==> config.mk <==
export PLATFORM = sky130hd
export DESIGN_NAME = matrix_feeder
export DESIGN_NICKNAME = d
export VERILOG_FILES = /design/src/rtl/matrix_feeder.sv
export SDC_FILE = /design/constraint.sdc
export NUM_CORES = 1
export LEC_CHECK = 0
export BUFFER_PORTS_ARGS = -buffer_cell sky130_fd_sc_hd__buf_2
export CAP_MARGIN = 40
export CORE_AREA = 2 2 495 497
export DETAILED_ROUTE_END_ITERATION = 10
export DIE_AREA = 0 0 497 499
export PLACE_DENSITY = 0.4
export SLEW_MARGIN = 20
export SYNTH_ARGS = -nofsm -noshare
export SYNTH_HDL_FRONTEND = slang
export SYNTH_SLANG_ARGS = --single-unit
==> constraint.sdc <==
create_clock -name clk_i -period 64.1 [get_ports clk_i]
set_input_delay 3.205 -clock clk_i [delete_from_list [all_inputs] [get_ports clk_i]]
set_output_delay 3.205 -clock clk_i [all_outputs]
set_load 0.02 [all_outputs]
==> src/rtl/matrix_feeder.sv <==
// matrix_feeder: captures two signed DIM x DIM matrices on start, clears the
// systolic array, then feeds diagonally skewed operands into its left (A rows)
// and top (B columns) edges, and pulses done once every PE holds its result.
// Optional feature: define MATRIX_FEEDER_ABORT_EN to add an abort_i port that
// abandons a running job and clears the array.
module matrix_feeder #(
  parameter int DATA_WIDTH = 32,
  parameter int DIM        = 4
) (
  input  logic                          clk_i,
  input  logic                          rst_i,
  input  logic                          start_i,
`ifdef MATRIX_FEEDER_ABORT_EN
  input  logic                          abort_i,
`endif
  input  logic [DIM*DIM*DATA_WIDTH-1:0] a_mat_i,
  input  logic [DIM*DIM*DATA_WIDTH-1:0] b_mat_i,
  output logic [DIM*DATA_WIDTH-1:0]     a_row_o,
  output logic [DIM*DATA_WIDTH-1:0]     b_col_o,
  output logic                          pe_rst_no,
  output logic                          busy_o,
  output logic                          done_o
);

  // One counter serves both FEED (0..2*DIM-2) and DRAIN (0..DIM-2).
  localparam int CW = $clog2(2 * DIM);
  localparam logic [CW-1:0] FEED_LAST  = CW'(2 * DIM - 2);
  localparam logic [CW-1:0] DRAIN_LAST = CW'(DIM - 2);

  typedef enum logic [2:0] {
    IDLE,
    CLEAR,
    FEED,
    DRAIN,
    DONE
  } state_t;

  state_t                        state_q, state_d;
  logic [CW-1:0]                 cnt_q, cnt_d;
  logic [DIM*DIM*DATA_WIDTH-1:0] a_reg, b_reg;
  logic [DIM*DATA_WIDTH-1:0]     a_row_d, b_col_d;
  logic                          pe_rst_n_d, busy_d, done_d;
  logic                          abort_hit;

`ifdef MATRIX_FEEDER_ABORT_EN
  assign abort_hit = abort_i && (state_q != IDLE);
`else
  assign abort_hit = 1'b0;
`endif

  // Next-state and counter sequencing; abort overrides everything but reset.
  always_comb begin
    state_d = state_q;
    cnt_d   = cnt_q;
    case (state_q)
      IDLE: begin
        if (start_i) begin
          state_d = CLEAR;
          cnt_d   = '0;
        end
      end
      CLEAR: begin
        state_d = FEED;
        cnt_d   = '0;
      end
      FEED: begin
        if (cnt_q == FEED_LAST) begin
          state_d = DRAIN;
          cnt_d   = '0;
        end else begin
          cnt_d = cnt_q + CW'(1);
        end
      end
      DRAIN: begin
        if (cnt_q == DRAIN_LAST) begin
          state_d = DONE;
          cnt_d   = '0;
        end else begin
          cnt_d = cnt_q + CW'(1);
        end
      end
      DONE: begin
        state_d = IDLE;
        cnt_d   = '0;
      end
      default: begin
        state_d = IDLE;
        cnt_d   = '0;
      end
    endcase
    if (abort_hit) begin
      state_d = IDLE;
      cnt_d   = '0;
    end
  end

  // Output values for the upcoming cycle, so every port comes straight off a flop.
  always_comb begin
    int t;
    t          = int'(cnt_d);
    a_row_d    = '0;
    b_col_d    = '0;
    pe_rst_n_d = !((state_d == CLEAR) || abort_hit);
    busy_d     = (state_d != IDLE);
    done_d     = (state_d == DONE);
    if (state_d == FEED) begin
      for (int i = 0; i < DIM; i++) begin
        if ((t >= i) && (t - i < DIM)) begin
          a_row_d[i*DATA_WIDTH +: DATA_WIDTH] =
            a_reg[(i*DIM + (t - i))*DATA_WIDTH +: DATA_WIDTH];
          b_col_d[i*DATA_WIDTH +: DATA_WIDTH] =
            b_reg[((t - i)*DIM + i)*DATA_WIDTH +: DATA_WIDTH];
        end
      end
    end
  end

  // State, counter and registered outputs; reset holds the array cleared.
  always_ff @(posedge clk_i) begin
    if (rst_i) begin
      state_q   <= IDLE;
      cnt_q     <= '0;
      a_row_o   <= '0;
      b_col_o   <= '0;
      pe_rst_no <= 1'b0;
      busy_o    <= 1'b0;
      done_o    <= 1'b0;
    end else begin
      state_q   <= state_d;
      cnt_q     <= cnt_d;
      a_row_o   <= a_row_d;
      b_col_o   <= b_col_d;
      pe_rst_no <= pe_rst_n_d;
      busy_o    <= busy_d;
      done_o    <= done_d;
    end
  end

  // Operand matrices are sampled only at the accepting edge.
  always_ff @(posedge clk_i) begin
    if (!rst_i && (state_q == IDLE) && start_i) begin
      a_reg <= a_mat_i;
      b_reg <= b_mat_i;
    end
  end

endmodule

Yosys cells after proc, flatten, opt, wreduce, memory -nomap -nowiden
Cells that the tools add are included.
{"block": "word_totals", "in_bits": 1027, "wordCells": 74, "register_bits": 1289, "out_inout_bits": 259}
{"block": "op_classes", "n_addsub": 10, "mux": 8, "magnitude_cmp": 7, "n_reduce_logical": 13, "n_eq_ne": 8, "shift": 8, "bitwise": 5}
{"operator": "$shiftx 512x12->32", "n": 3}
{"operator": "$shiftx 512x32->32", "n": 3}
{"operator": "$shiftx 512x11->32", "n": 1}
{"operator": "$shiftx 512x9->32", "n": 1}
{"operator": "$mux 3", "n": 6}
{"operator": "$add 6x3->7 const B", "n": 2}
{"operator": "$add 5x4->6 const A", "n": 2}
{"operator": "$eq 3x2->1 const B", "n": 4}
{"operator": "$lt 4x4->1 const B", "n": 3}
{"operator": "$pmux 3 s4", "n": 1}
{"operator": "$reduce_or 3->1", "n": 4}
{"operator": "$pmux 3 s3", "n": 1}
{"operator": "$sub 3x2->4 const B", "n": 2}
{"operator": "$add 6x2->7 const B", "n": 1}
{"operator": "$eq 3x1->1 const B", "n": 2}
{"operator": "$eq 3x3->1 const B", "n": 2}
{"operator": "$ge 3x2->1 const B", "n": 2}
{"operator": "$add 4x4->5 const A", "n": 1}
{"operator": "$logic_and 1x1->1", "n": 5}
{"operator": "$not 1->1", "n": 5}
{"operator": "$sub 3x1->4 const B", "n": 1}
{"operator": "$add 3x1->3 const B", "n": 1}
{"operator": "$ge 3x1->1 const B", "n": 1}
{"operator": "$logic_not 3->1", "n": 1}
{"operator": "other kinds (3)", "n": 4}

Longest topological paths before layout
{"block": "depth", "depth_word": 8, "ltp_mapped": 23}

Worst setup path before layout
No wires, ideal clock.
{"block": "synth_path", "path_type": "in2reg", "start": "in rst_i", "end": "reg a_reg[0] (enable)", "path_buffers": 1, "cell_stages": 3, "arrival_time_ps": 46037, "setup_ps": 2439, "setup_slack_ps": 15623, "t_required_ps": 61661, "path_cell_list": "or2_2 -> clkbuf_1 -> nor2_1"}
{"block": "synth_via", "elab_chain_len": 3}
{"item": "from (decl)", "line_no": "11", "text": "input logic rst_i,"}
{"item": "$logic_not 1->1", "line_no": "141", "text": "if (!rst_i && (state_q == IDLE) && start_i) begin"}
{"item": "$logic_and 1x1->1 (2 in series)", "line_no": "141"}
{"item": "to (signal assigned)", "line_no": "142", "text": "a_reg <= a_mat_i;"}
{"item": "to (decl)", "line_no": "40", "text": "logic [DIM*DIM*DATA_WIDTH-1:0] a_reg, b_reg;"}
No other way between the ends.
A chain may end at the register's enable or synchronous reset.

Worst setup path after layout
{"block": "layout_path", "start": "in start_i", "end": "reg a_row_o[41]"}
{"block": "layout_via", "elab_chain_len": 7, "word_cells_on_any_way": 14, "classes_between": "2 x add/sub; 2 x order compare; 1 x eq/ne; 1 x shift; 4 x mux; 2 x bitwise; 2 x reduce/logical"}
{"item": "from (decl)", "line_no": "12", "text": "input logic start_i,"}
{"item": "branches (longest 7 deep; another with $add 4x4->5)"}
{"item": "to (signal assigned)", "line_no": "131", "text": "a_row_o <= a_row_d;"}
{"item": "to (decl)", "line_no": "18", "text": "output logic [DIM*DATA_WIDTH-1:0] a_row_o,"}
Parallel ways; which one is timed is not known.

==> impl_metrics.ini <==
[floorplan]
core.rowCount = 181
start_util = 0.209
ioPinCount = 1286
die_area_um2 = 248000
die_h_um = 499
die_w_um = 497
coreArea_um2 = 243000

[clock_network]
path_clk_slew_ns = 0.06
cts_tree = done
hold_buffers = 0
cts_max_level = 4
clock_sinks = 1289
root_buffer = clkbuf_16
clk_latency_ns = 0.83
cts_setup_buffers = 0
cts-buffers-inserted = 158
clockBufferDepth = 3
cts_resized = 0

[route]
drc_errors = 0
ant_nets = 0
wl_mm = 245
avgRoutedWirePerCell_um = 29.4
vias_per_cell = 4.51
vias = 37500
drt-initial-drc-count = 3269
drtPass1Iterations = 7

[sta]
fin_crit_ns = 7.08
finalSetupViolCount = 0
rsz0062_at_grt = false
finalMaxSlewViolations = 0
hold_viol = 0
tns_ns = 0
clock.fmax_mhz = 141
tightest_slew_ns = 1.17
post-route-period-util = 0.110
skew_ns = 0.0679
slew-limit-headroom = 0.218
postLayoutSetupSlackWorst_ns = 57.02

[logic_synthesis]
synth.distinct_cells = 57
ys.flop_type = edfxtp_1
synth_edf_count = 1024
synth.net_count = 4692
synth_warnings = 0
synth_top_area_cell = edfxtp_1
synth_top_cell_area_share = 0.608
async_reset_ff_frac = 0
synth_area_per_cell_um2 = 13.9
ys_top_cells_by_area = edfxtp_1, dfxtp_1, nand2_1
syn_area_um2 = 50600
syn_inst = 3653
yosysSeqAreaShare = 0.713
ys_ff_latch = 1289

[critical_path]
crit_path_start_kind = input port
r2r_slack_ns = 58.68
crit_required_ns = 64.81
path_max_fanout = 42
reg2regPathDepth = 14
worstReg2RegEnd = a_row_o[41]
critPathKind = in2reg
endpoint = a_row_o[41]
worst_ep_arrival_time_ns = 7.79
timing.rr.start = cnt_q[0]
crit_start = start_i
cp-end-kind = register

[cells_and_area]
area_growth_pct = 31.4
fill_cells = 25200
drive_gt1_frac = 0.352
seq_area_um2 = 36100
finalNetCount = 5936
final_common_cell = buf_2
final_cell_mix = buf_2, edfxtp_1, nand2_1
multi_input_area_um2 = 13400

[placement]
port_buffers = 1285
gp_congestion = 0.872
dp_slack_ns = 56.04
place_hpwl_mm = 181

[global_routing]
grt_pass1_wl_mm = 325
grt_max_degree = 163
grt.total_usage = 0.190
grt_pass1_vias = 37400
antenna_found_initial = 223
grt.overflow.total = 0

[run_status]
run_status = finished clean

[power]
leakagePower_nw = 25.7
power.density_nw_per_um2 = 31.3
ir_worst_vdd_v = 0.0000213

[worst_hold_path]
hp-class = reg2reg

[flow_run]
maxCapViolations = 0
## metal layers
metal,GRT usage,part of all wire,vias to the layer above
li1,-,-,16300
met1,0.220,0.38,18800
met2,0.328,0.50,1828
met3,0.0647,0.087,485
met4,0.0648,0.030,82
met5,0,0.0021,-
## layout make-up
type                            count  share of cell area
Antenna cell                       83             0.00312
Clock buffer                      219              0.0667
Clock inverter                     79              0.0156
Inverter                           10            0.000790
Multi-Input combinational cell   2086               0.202
Sequential cell                  1289               0.542
Tap cell                         3202              0.0603
Timing Repair Buffer             1352               0.110
## how the worst min path moves through the flow
stage / start / end / slack (ns) / depth (start not counted)
CTS: b_reg[135] / b_col_o[7] / 0.50 / 2
finish: b_reg[130] / b_col_o[2] / 0.49 / 2
global placement: b_reg[130] / b_col_o[2] / 0.52 / 2
global route: b_reg[407] / b_col_o[23] / 0.53 / 2
floorplan: b_reg[32] / b_col_o[32] / 0.51 / 2
detailed placement: b_reg[450] / b_col_o[66] / 0.53 / 2
## synth_stat cells, drive strengths merged, types with 29 or more instances
cell	n
edfxtp	1024
nor3b	33
mux4	96
a211oi	52
buf	162
a21oi	73
a31o	29
dfxtp	265
nand3	285
nand2	937
clkbuf	106
a2111oi	32
mux2i	118
and3	137
a32oi	40
a22o	32
a311oi	72
## worst max-delay path, stage by stage
cell and delay [ns]:
buf_2 0.13, nor3_1 0.07, a31o_2 0.25, a21oi_2 0.59, ha_4 0.69, nand2_2 0.59
ha_1 0.50, nor3b_1 0.19, o211a_1 0.17, buf_4 0.35, and2_2 0.68, nand3_1 0.18
nand3_1 0.14
## cells by family (layout without fill, tap and decap cells)
group	Yosys count	count (layout)	synth area share
AO/OA/AOI/OAI	392	392	0.0642
XOR/XNOR	2	2	0.000346
adder cells (fa/ha/maj)	12	12	0.00297
buffers and inverters	278	1660	0.0257
flip-flops	1289	1289	0.713
multiplexers	216	216	0.0665
other	0	83	0
AND/OR/NAND/NOR	1464	1464	0.128
## stage by stage
stage / hold slack (ns) / cell area, µm² / total power [mW] / utilization / instances
after floorplan: 0.505 / 50600 / 1.12 / - / 3653
after global placement: 0.518 / 60400 / 1.16 / 0.249 / 7920
after detailed placement: 0.529 / 60700 / 1.17 / 0.250 / 7935
after CTS: 0.502 / 66200 / 2.12 / 0.273 / 8233
after global routing: 0.528 / 66400 / 2.16 / 0.274 / 8273
final: 0.489 / 66500 / 2.08 / 0.274 / 8320
## report_power, final
group	internal, mW	switching, mW
Combinational	0.0670	0.117
Sequential	0.946	0.0171
Clock	0.541	0.397
Total	1.55	0.531
No activity file was read; power rests on OpenSTA's default activity.
